## src/rtl/hazard_scoreboard.sv

```systemverilog
// hazard_scoreboard: registered scoreboard of in-flight destinations and their
// remaining Tnew, plus a HI/LO latency counter. Produces decode-stage stall,
// the matching decode->EX bubble, one-hot forward selects, and MD suppression.
module hazard_scoreboard #(
  parameter int NUM_STAGES = 3,
  parameter int AW         = 5,
  parameter int TW         = 3,
  parameter int MULT_LAT   = 5,
  parameter int DIV_LAT    = 10
) (
  input  logic                  clk,
  input  logic                  reset,
  input  logic                  issue_valid,
  input  logic [AW-1:0]         issue_rs,
  input  logic [AW-1:0]         issue_rt,
  input  logic [TW-1:0]         issue_tuse_rs,
  input  logic [TW-1:0]         issue_tuse_rt,
  input  logic [AW-1:0]         issue_dst,
  input  logic [TW-1:0]         issue_tnew,
  input  logic                  issue_md_start,
  input  logic                  issue_md_div,
  input  logic                  issue_md_use,
  input  logic                  flush_req,
  output logic                  stall,
  output logic                  bubble,
  output logic [NUM_STAGES-1:0] fwd_rs_sel,
  output logic [NUM_STAGES-1:0] fwd_rt_sel,
  output logic                  md_busy,
  output logic                  dis_md
);

  localparam int MD_MAX = (DIV_LAT > MULT_LAT) ? DIV_LAT : MULT_LAT;
  localparam int CW     = $clog2(MD_MAX + 1);

  localparam logic [TW-1:0] TUSE_INF  = {TW{1'b1}};
  localparam logic [TW-1:0] TNEW_ZERO = {TW{1'b0}};
  localparam logic [AW-1:0] REG_ZERO  = {AW{1'b0}};
  localparam logic [CW-1:0] CNT_ZERO  = {CW{1'b0}};

  // Tnew counts down toward zero and then stays there while the entry ages.
  function automatic logic [TW-1:0] sat_dec(input logic [TW-1:0] t);
    logic [TW-1:0] r;
    if (t == TNEW_ZERO) begin
      r = TNEW_ZERO;
    end else begin
      r = t - TW'(1);
    end
    return r;
  endfunction

  // $0 is hard-wired, so a source of zero never matches an in-flight writer.
  function automatic logic is_match(input logic          v,
                                    input logic [AW-1:0] d,
                                    input logic [AW-1:0] s);
    return v && (d == s) && (s != REG_ZERO);
  endfunction

  // Scoreboard storage; index 0 is EX, higher indices are older.
  logic          ent_valid_r [NUM_STAGES];
  logic [AW-1:0] ent_dst_r   [NUM_STAGES];
  logic [TW-1:0] ent_tnew_r  [NUM_STAGES];

  logic [CW-1:0] md_cnt_r;

  logic [NUM_STAGES-1:0] fwd_rs_s;
  logic [NUM_STAGES-1:0] fwd_rt_s;
  logic                  hit_rs_s;
  logic                  hit_rt_s;
  logic                  haz_rs_s;
  logic                  haz_rt_s;
  logic                  md_busy_s;
  logic                  stall_s;
  logic                  load_s;
  logic                  md_accept_s;

  // Youngest-match search: the first hit from EX outward owns the forward
  // select and alone decides the hazard, shadowing any older writer.
  always_comb begin
    fwd_rs_s = {NUM_STAGES{1'b0}};
    fwd_rt_s = {NUM_STAGES{1'b0}};
    hit_rs_s = 1'b0;
    hit_rt_s = 1'b0;
    haz_rs_s = 1'b0;
    haz_rt_s = 1'b0;
    for (int i = 0; i < NUM_STAGES; i++) begin
      fwd_rs_s[i] = !hit_rs_s && is_match(ent_valid_r[i], ent_dst_r[i], issue_rs);
      fwd_rt_s[i] = !hit_rt_s && is_match(ent_valid_r[i], ent_dst_r[i], issue_rt);
      haz_rs_s = haz_rs_s || (fwd_rs_s[i] && (issue_tuse_rs != TUSE_INF) &&
                              (ent_tnew_r[i] > issue_tuse_rs));
      haz_rt_s = haz_rt_s || (fwd_rt_s[i] && (issue_tuse_rt != TUSE_INF) &&
                              (ent_tnew_r[i] > issue_tuse_rt));
      hit_rs_s = hit_rs_s || fwd_rs_s[i];
      hit_rt_s = hit_rt_s || fwd_rt_s[i];
    end
  end

  // Issue control: a flush wins over any hazard and discards the issue.
  always_comb begin
    md_busy_s   = (md_cnt_r != CNT_ZERO);
    stall_s     = issue_valid && !flush_req &&
                  (haz_rs_s || haz_rt_s || (issue_md_use && md_busy_s));
    load_s      = issue_valid && !stall_s && !flush_req && (issue_dst != REG_ZERO);
    md_accept_s = issue_valid && issue_md_start && !stall_s && !flush_req;
  end

  // Scoreboard advance: EX takes the accepted issue (or a bubble), older
  // stages age by one with saturating Tnew, and a flush empties everything.
  always_ff @(posedge clk or posedge reset) begin
    if (reset) begin
      for (int i = 0; i < NUM_STAGES; i++) begin
        ent_valid_r[i] <= 1'b0;
        ent_dst_r[i]   <= REG_ZERO;
        ent_tnew_r[i]  <= TNEW_ZERO;
      end
    end else begin
      if (load_s) begin
        ent_valid_r[0] <= 1'b1;
        ent_dst_r[0]   <= issue_dst;
        ent_tnew_r[0]  <= issue_tnew;
      end else begin
        ent_valid_r[0] <= 1'b0;
        ent_dst_r[0]   <= REG_ZERO;
        ent_tnew_r[0]  <= TNEW_ZERO;
      end
      for (int i = 1; i < NUM_STAGES; i++) begin
        if (flush_req) begin
          ent_valid_r[i] <= 1'b0;
          ent_dst_r[i]   <= REG_ZERO;
          ent_tnew_r[i]  <= TNEW_ZERO;
        end else begin
          ent_valid_r[i] <= ent_valid_r[i-1];
          ent_dst_r[i]   <= ent_dst_r[i-1];
          ent_tnew_r[i]  <= sat_dec(ent_tnew_r[i-1]);
        end
      end
    end
  end

  // HI/LO latency counter: loads on an accepted start, otherwise drains to
  // zero; a flush does not stop an operation that is already running.
  always_ff @(posedge clk or posedge reset) begin
    if (reset) begin
      md_cnt_r <= CNT_ZERO;
    end else if (md_accept_s) begin
      md_cnt_r <= issue_md_div ? CW'(DIV_LAT) : CW'(MULT_LAT);
    end else if (md_cnt_r != CNT_ZERO) begin
      md_cnt_r <= md_cnt_r - CW'(1);
    end else begin
      md_cnt_r <= CNT_ZERO;
    end
  end

  assign stall      = stall_s;
  assign bubble     = stall_s;
  assign fwd_rs_sel = fwd_rs_s;
  assign fwd_rt_sel = fwd_rt_s;
  assign md_busy    = md_busy_s;
  assign dis_md     = flush_req && issue_md_start;

endmodule

```

## config.mk

```make
export PLATFORM = sky130hd
export DESIGN_NAME = hazard_scoreboard
export DESIGN_NICKNAME = d
export VERILOG_FILES = /design/src/rtl/hazard_scoreboard.sv
export SDC_FILE = /design/constraint.sdc
export NUM_CORES = 1
export LEC_CHECK = 0
export ABC_AREA = 1
export CAP_MARGIN = 0
export CELL_PAD_IN_SITES_DETAIL_PLACEMENT = 2
export CELL_PAD_IN_SITES_GLOBAL_PLACEMENT = 2
export CORE_MARGIN = 10
export CORE_UTILIZATION = 26
export DETAILED_ROUTE_END_ITERATION = 16
export HOLD_SLACK_MARGIN = 0.05
export PLACE_DENSITY = 0.82
export SLEW_MARGIN = 20
export SYNTH_ARGS = -nofsm -noshare
export SYNTH_HDL_FRONTEND = slang
export SYNTH_SLANG_ARGS = --single-unit
```

## constraint.sdc

```tcl
create_clock -name clk -period 1.8 [get_ports clk]
set_input_delay 0.18 -clock clk [delete_from_list [all_inputs] [get_ports clk]]
set_output_delay 0.18 -clock clk [all_outputs]
set_load 0.1 [all_outputs]
```

==> results.sh, run 1 <==
export IMPL_status="finished, violations left"
export IMPL_violations="negative setup slack"
export IMPL_finalSetupViolations=21
export IMPL_nNetsFinal=487
export IMPL_die_area_um2=13100
export IMPL_yosys_cell_types_count=28
export IMPL_clock_latency_ps=300
export IMPL_path_class="in2out"
export IMPL_synth_edff_count=0
export IMPL_cts_buffers=5
export IMPL_clockBufferDepth=2
export IMPL_grt_pass1_vias=3123
export IMPL_drt_iter0_markers=89
export IMPL_worst_hold_path_type="in2async"
export IMPL_pwr_density_cell_nw_per_um2=693
export IMPL_cts_root_buffer="clkbuf_8"
export IMPL_cap_violations=0
export IMPL_synthTopCellsByCount="nand2_1 (85), inv_1 (62), nor2_1 (49)"
export IMPL_async_reset_ff_frac=1.00
export IMPL_place_hpwl_um=7630
export IMPL_synth_area_um2=2320
export IMPL_required_ps=1620
export IMPL_core_um2=8680
export IMPL_synth_mux_area_frac=0
export IMPL_synth_fa_ha_area_frac=0.119
export IMPL_num_vias=2728
export IMPL_synth_xor_area_frac=0.0113
export IMPL_leakage_nw=1.86
export IMPL_design_power_total_mw=2.69
export IMPL_area_growth_pct=68.0
export IMPL_tritoncts="done"
export IMPL_crit_path_end_kind="output pin"
export IMPL_dr_pass1_iters=4
export IMPL_rsz0062_at_grt="true"
export IMPL_clock_sinks=31
export IMPL_skew_ps=12.2
export IMPL_die_w_um=114
export IMPL_ys_seq_area_frac=0.335
export IMPL_critPathMaxFanout=3
export IMPL_synth_ff_type="dfrtp_1"
export IMPL_portBuffers=40
export IMPL_tightest_slew_ps=419
export IMPL_wl_per_cell_um=22.7
export IMPL_synth_top_family_by_area="simple AND/OR/NAND/NOR gates"
export IMPL_finalWorstSetupSlack_ps=-614
export IMPL_synth_most_common_cell="nand2_1"
export IMPL_avgSynthCellArea_um2=6.91
export IMPL_fin_crit_ps=2410
export IMPL_htree_levels=2
export IMPL_gr_usage_all_layers=0.166
export IMPL_slew_headroom=0.720
export IMPL_grt_start_max_net_pins=25
export IMPL_synth_area_leaders="dfrtp_1 (33%), nand2_1 (14%), ha_1 (12%), inv_1 (10%), nor2_1 (7.9%)"
export IMPL_grt_pass1_wl_um=16900
export IMPL_drt_total_wl_um=12300
export IMPL_synth_compound_area_frac=0.0783
export IMPL_ant_nets=0
export IMPL_clk_pin_slew_ps=80
export IMPL_yosysTopAreaCellShare=0.335
export IMPL_drv_slew=0
export IMPL_finalHoldViolations=0
export IMPL_antenna_found_initial=0
export IMPL_synth_cells=335
export IMPL_synth_fp_nets=388
export IMPL_vias_per_cell=5.02
export IMPL_fp_dieH_um=114
export IMPL_ioPinCount=41
export IMPL_post_route_period_util=1.34
export IMPL_yosys_warnings=0
export IMPL_cp_start_kind="primary input"
export IMPL_drive_above_1_share=0.395
export IMPL_worst_endpoint_arrival_ps=2230
export IMPL_place_inst=523
export IMPL_fmax_mhz=414
export IMPL_layout_cells_non_filler=543
export IMPL_antenna_cells=0
export IMPL_yosys_area_top_type="dfrtp_1"
export IMPL_start_util=0.267
export IMPL_ys_seq_elements=31
export IMPL_ir_drop_v=0.000907
export IMPL_rows=34
export IMPL_place_congestion=0.808
export IMPL_synthSimpleGateAreaFrac=0.343
export IMPL_drc=0
export IMPL_grt_ovfl_total=0
[metal layers]
metal  global-route usage  up-vias  wire length [um]
met3               0.0220       28               468
li1                     -     1231                 -
met2                0.307       87              6340
met4               0.0785        0               413
met1                0.181     1382              5100
met5                    0        -                 0
[kinds of logic after synthesis]
family,after synthesis
AND/OR/NAND/NOR,176
AO/OA/AOI/OAI,34
XOR/XNOR,3
adder cells (fa/ha/maj),22
buffers and inverters,69
flip-flops,31
[worst max-delay path, stage by stage]
cell	delay, ps
clkdlybuf4s50_1	520
inv_2	110
ha_4	280
inv_1	50
nor2_1	110
o21a_1	130
o211ai_1	160
nor2_4	200
nor2_8	70
a21oi_4	220
buf_12	200
[path summary, 6_finish.rpt]
path,depth (start not counted),startpoint,to,slack (ps)
max,11,issue_tuse_rt[1],bubble,-610
min,2,reset,ent_dst_r[7],180
max reg2reg,11,ent_tnew_r[1],md_cnt_r[0],-340
min reg2reg,2,ent_valid_r[1],ent_valid_r[0],570
max in group asynchronous,3,reset,ent_dst_r[12],1130
min in group clk,3,issue_tnew[1],ent_tnew_r[7],410
[flip-flops by register name, summed over array words and instances (netlist names)]
name and flops:
ent_dst_r 15, ent_tnew_r 9, ent_valid_r 3, md_cnt_r 4
[final cells by class]
| type | count | area, um2 |
|---|---|---|
| Multi-Input combinational cell | 235 | 1660 |
| Timing Repair Buffer | 95 | 955 |
| Clock buffer | 8 | 100 |
| Fill cell | 982 | 4790 |
| Sequential cell | 31 | 785 |
| Tap cell | 108 | 135 |
| Inverter | 66 | 260 |
[report_power, final]
part           leakage (nW)  switching, mW  internal (mW)
logic                  1.39          0.735          0.471
clock network        0.0515          0.306          0.350
registers             0.412         0.0700          0.763
[layout by cell type, fill, tap and decap left out, drive strengths merged, types with 2 or more instances in the layout]
master / netlist / routed
dlygate4sd2: 0 / 12
o21ai: 12 / 12
xor2: 2 / 2
nor3: 2 / 2
clkbuf: 2 / 8
o21a: 2 / 2
clkdlybuf4s50: 0 / 17
nand3b: 3 / 3
clkinvlp: 0 / 2
inv: 65 / 64
nor2: 56 / 56
nand4: 5 / 5
buf: 1 / 65
dfrtp: 31 / 31
nand2: 87 / 87
nand3: 21 / 21
ha: 22 / 22
a21oi: 18 / 18
[through the flow]
stage | instance area, um2 | hold slack (ps) | TNS, ps | setup slack [ps] | util
final | 3890 | 177 | -7200 | -614 | 0.448
after global routing | 3890 | 217 | -8610 | -673 | 0.448
after CTS | 3590 | 195 | -5170 | -531 | 0.413
after detailed placement | 3350 | 500 | -11290 | -714 | 0.386
after global placement | 3350 | 481 | -8180 | -525 | 0.386
after floorplan | 2410 | 283 | -2080 | -660 | -
[timing repair]
item,4_1_cts,5_1_grt
hold buffers,0,0
pin swaps,9,30
resized for setup,52,66
endpoints found under the setup margin,21,21
setup buffers,3,11
Note: power is estimated with default switching activity, not from simulation.
==> run 2, diff against run 1 <==
--- a/config.mk
+++ b/config.mk
@@ -14,6 +14,7 @@
 export DETAILED_ROUTE_END_ITERATION = 16
 export HOLD_SLACK_MARGIN = 0.05
 export PLACE_DENSITY = 0.82
+export RECOVER_POWER = 50
 export SLEW_MARGIN = 20
 export SYNTH_ARGS = -nofsm -noshare
 export SYNTH_HDL_FRONTEND = slang
==> run 2 against run 1 <==
Compared with the run above: the flow still finishes with violations (negative setup slack); final area down 0.39%; clock-buffer cell count did not move; sequential power about the same; combinational power barely moved; power decreased by 0.24%; hold slack improved by 110 ps; via count barely moved; critical path type unchanged; critical endpoint unchanged; highest routed layer unchanged.
==> results.sh, run 2 (synthesis gave the netlist of run 1 again) <==
export IMPL_clk_pin_slew_ps=80
export IMPL_num_vias=2729
export IMPL_finalWorstSetupSlack_ps=-613
export IMPL_design_power_total_mw=2.69
export IMPL_clock_latency_ps=300
export IMPL_clockBufferDepth=2
export IMPL_fmax_mhz=414
export IMPL_fill_cells=983
export IMPL_grt_start_max_net_pins=25
export IMPL_drv_slew=0
export IMPL_clock_sinks=31
export IMPL_area_growth_pct=67.3
export IMPL_dp_slack_ps=-714
export IMPL_reg2reg_from="ent_tnew_r[1]"
export IMPL_final_common_cell="nand2_1"
export IMPL_gr_usage_all_layers=0.166
export IMPL_die_area_um2=13100
export IMPL_regMostFlops="ent_dst_r"
export IMPL_dr_pass1_iters=4
export IMPL_mostFrequentLayoutCells="nand2_1 (70), buf_4 (43), inv_1 (42), nor2_1 (35), dfrtp_1 (24)"
export IMPL_reg2reg_slack_ps=-330
export IMPL_nNetsFinal=487
export IMPL_drt_iter0_markers=90
export IMPL_grt_ovfl_total=0
export IMPL_wl_per_cell_um=22.6
export IMPL_reg2reg_depth=11
export IMPL_rows=34
export IMPL_r2r_end="md_cnt_r[0]"
export IMPL_place_congestion=0.808
export IMPL_antenna_cells=0
export IMPL_post_route_period_util=1.34
export IMPL_tritoncts="done"
export IMPL_grt_pass1_wl_um=16900
export IMPL_rsz0062_at_grt="true"
export IMPL_tns_ps=-7010
export IMPL_path_class="in2out"
export IMPL_start_util=0.267
export IMPL_whs_ps=290
export IMPL_drc=0
export IMPL_finalHoldViolations=0
export IMPL_skew_ps=12.3
export IMPL_tightest_slew_ps=686
export IMPL_drive_above_1_share=0.395
export IMPL_finalSetupViolations=21
export IMPL_status="finished, violations left"
export IMPL_vias_per_cell=5.03
export IMPL_ioPinCount=41
export IMPL_grt_pass1_vias=3123
export IMPL_drt_total_wl_um=12300
export IMPL_required_ps=1620
export IMPL_place_hpwl_um=7630
export IMPL_slew_headroom=0.543
export IMPL_core_um2=8680
export IMPL_leakage_nw=1.85
export IMPL_worst_hold_path_type="in2async"
export IMPL_pwr_density_cell_nw_per_um2=694
export IMPL_cap_violations=0
export IMPL_htree_levels=2
export IMPL_fp_dieH_um=114
export IMPL_ir_drop_v=0.000907
export IMPL_largest_reg_flops=15
export IMPL_reg_largest_list="ent_dst_r: 15 flops, ent_tnew_r: 9 flops, md_cnt_r: 4 flops"
export IMPL_cts_root_buffer="clkbuf_8"
export IMPL_die_w_um=114
export IMPL_fin_crit_ps=2410
export IMPL_critPathMaxFanout=3
export IMPL_violations="negative setup slack"
export IMPL_crit_path_end_kind="output pin"
export IMPL_cts_buffers=5
export IMPL_ant_nets=0
export IMPL_cp_start_kind="primary input"
export IMPL_antenna_found_initial=0
export IMPL_finish_utilization=0.447
export IMPL_portBuffers=40
export IMPL_worst_endpoint_arrival_ps=2230
run 2: cell count changes in the layout (fill, tap and decap cells not counted), sizes merged:
cell           before  now
buf                65   64
clkbuf              8    9
clkdlybuf4s50      17   16
dlygate4sd3         0    1
run 2: how the worst max path moves through the flow:
stage | startpoint | endpoint | slack [ps]
2_1_floorplan | ent_dst_r[13] | fwd_rs_sel[2] | -660
3_3_place_gp | issue_tuse_rs[1] | stall | -520
3_5_place_dp | issue_tuse_rs[2] | bubble | -710
4_1_cts | ent_tnew_r[8] | bubble | -530
5_1_grt | issue_tuse_rt[1] | bubble | -670
6_report | issue_tuse_rt[1] | bubble | -610
run 2: repair_timing:
action / 4_1_cts / 5_1_grt
hold endpoints to repair: 0 / 0
gates resized for setup: 52 / 66
buffers inserted: 3 / 11
cloned: 0 / 0
pin swaps: 9 / 30
hold buffers: 0 / 0
setup endpoints to repair: 21 / 21
run 2: power by group:
group / internal (mW) / total, mW / switching, mW
registers: 0.763 / 0.832 / 0.0696
clock network: 0.350 / 0.657 / 0.307
logic: 0.467 / 1.20 / 0.732
run 2: worst max-delay path, stage by stage:
cell	delay (ps)
clkdlybuf4s50_1	520
inv_2	110
ha_4	280
inv_1	50
nor2_1	110
o21a_1	130
o211ai_1	160
nor2_4	200
nor2_8	70
a21oi_4	220
buf_12	200
run 2: area by class of cell:
class / count / area (um2) / area share
multi-input combinational: 235 / 1660 / 0.427
timing repair buffer: 95 / 940 / 0.242
sequential: 31 / 785 / 0.202
inverter: 66 / 260 / 0.0672
tap: 108 / 135 / 0.0349
clock buffer: 8 / 100 / 0.0258
run 2: stage by stage:
stage | instance area [um2] | instances
final | 3870 | 543
after CTS | 3590 | 533
after global routing | 3870 | 543
after global placement | 3350 | 523
after detailed placement | 3350 | 523
after floorplan | 2410 | 335
run 2: layer usage:
metal | up-vias | global-route usage | wire length, um
met1 | 1385 | 0.181 | 5050
met4 | 0 | 0.0785 | 416
met3 | 28 | 0.0220 | 501
met5 | - | 0 | 0
li1 | 1232 | - | -
met2 | 84 | 0.307 | 6320
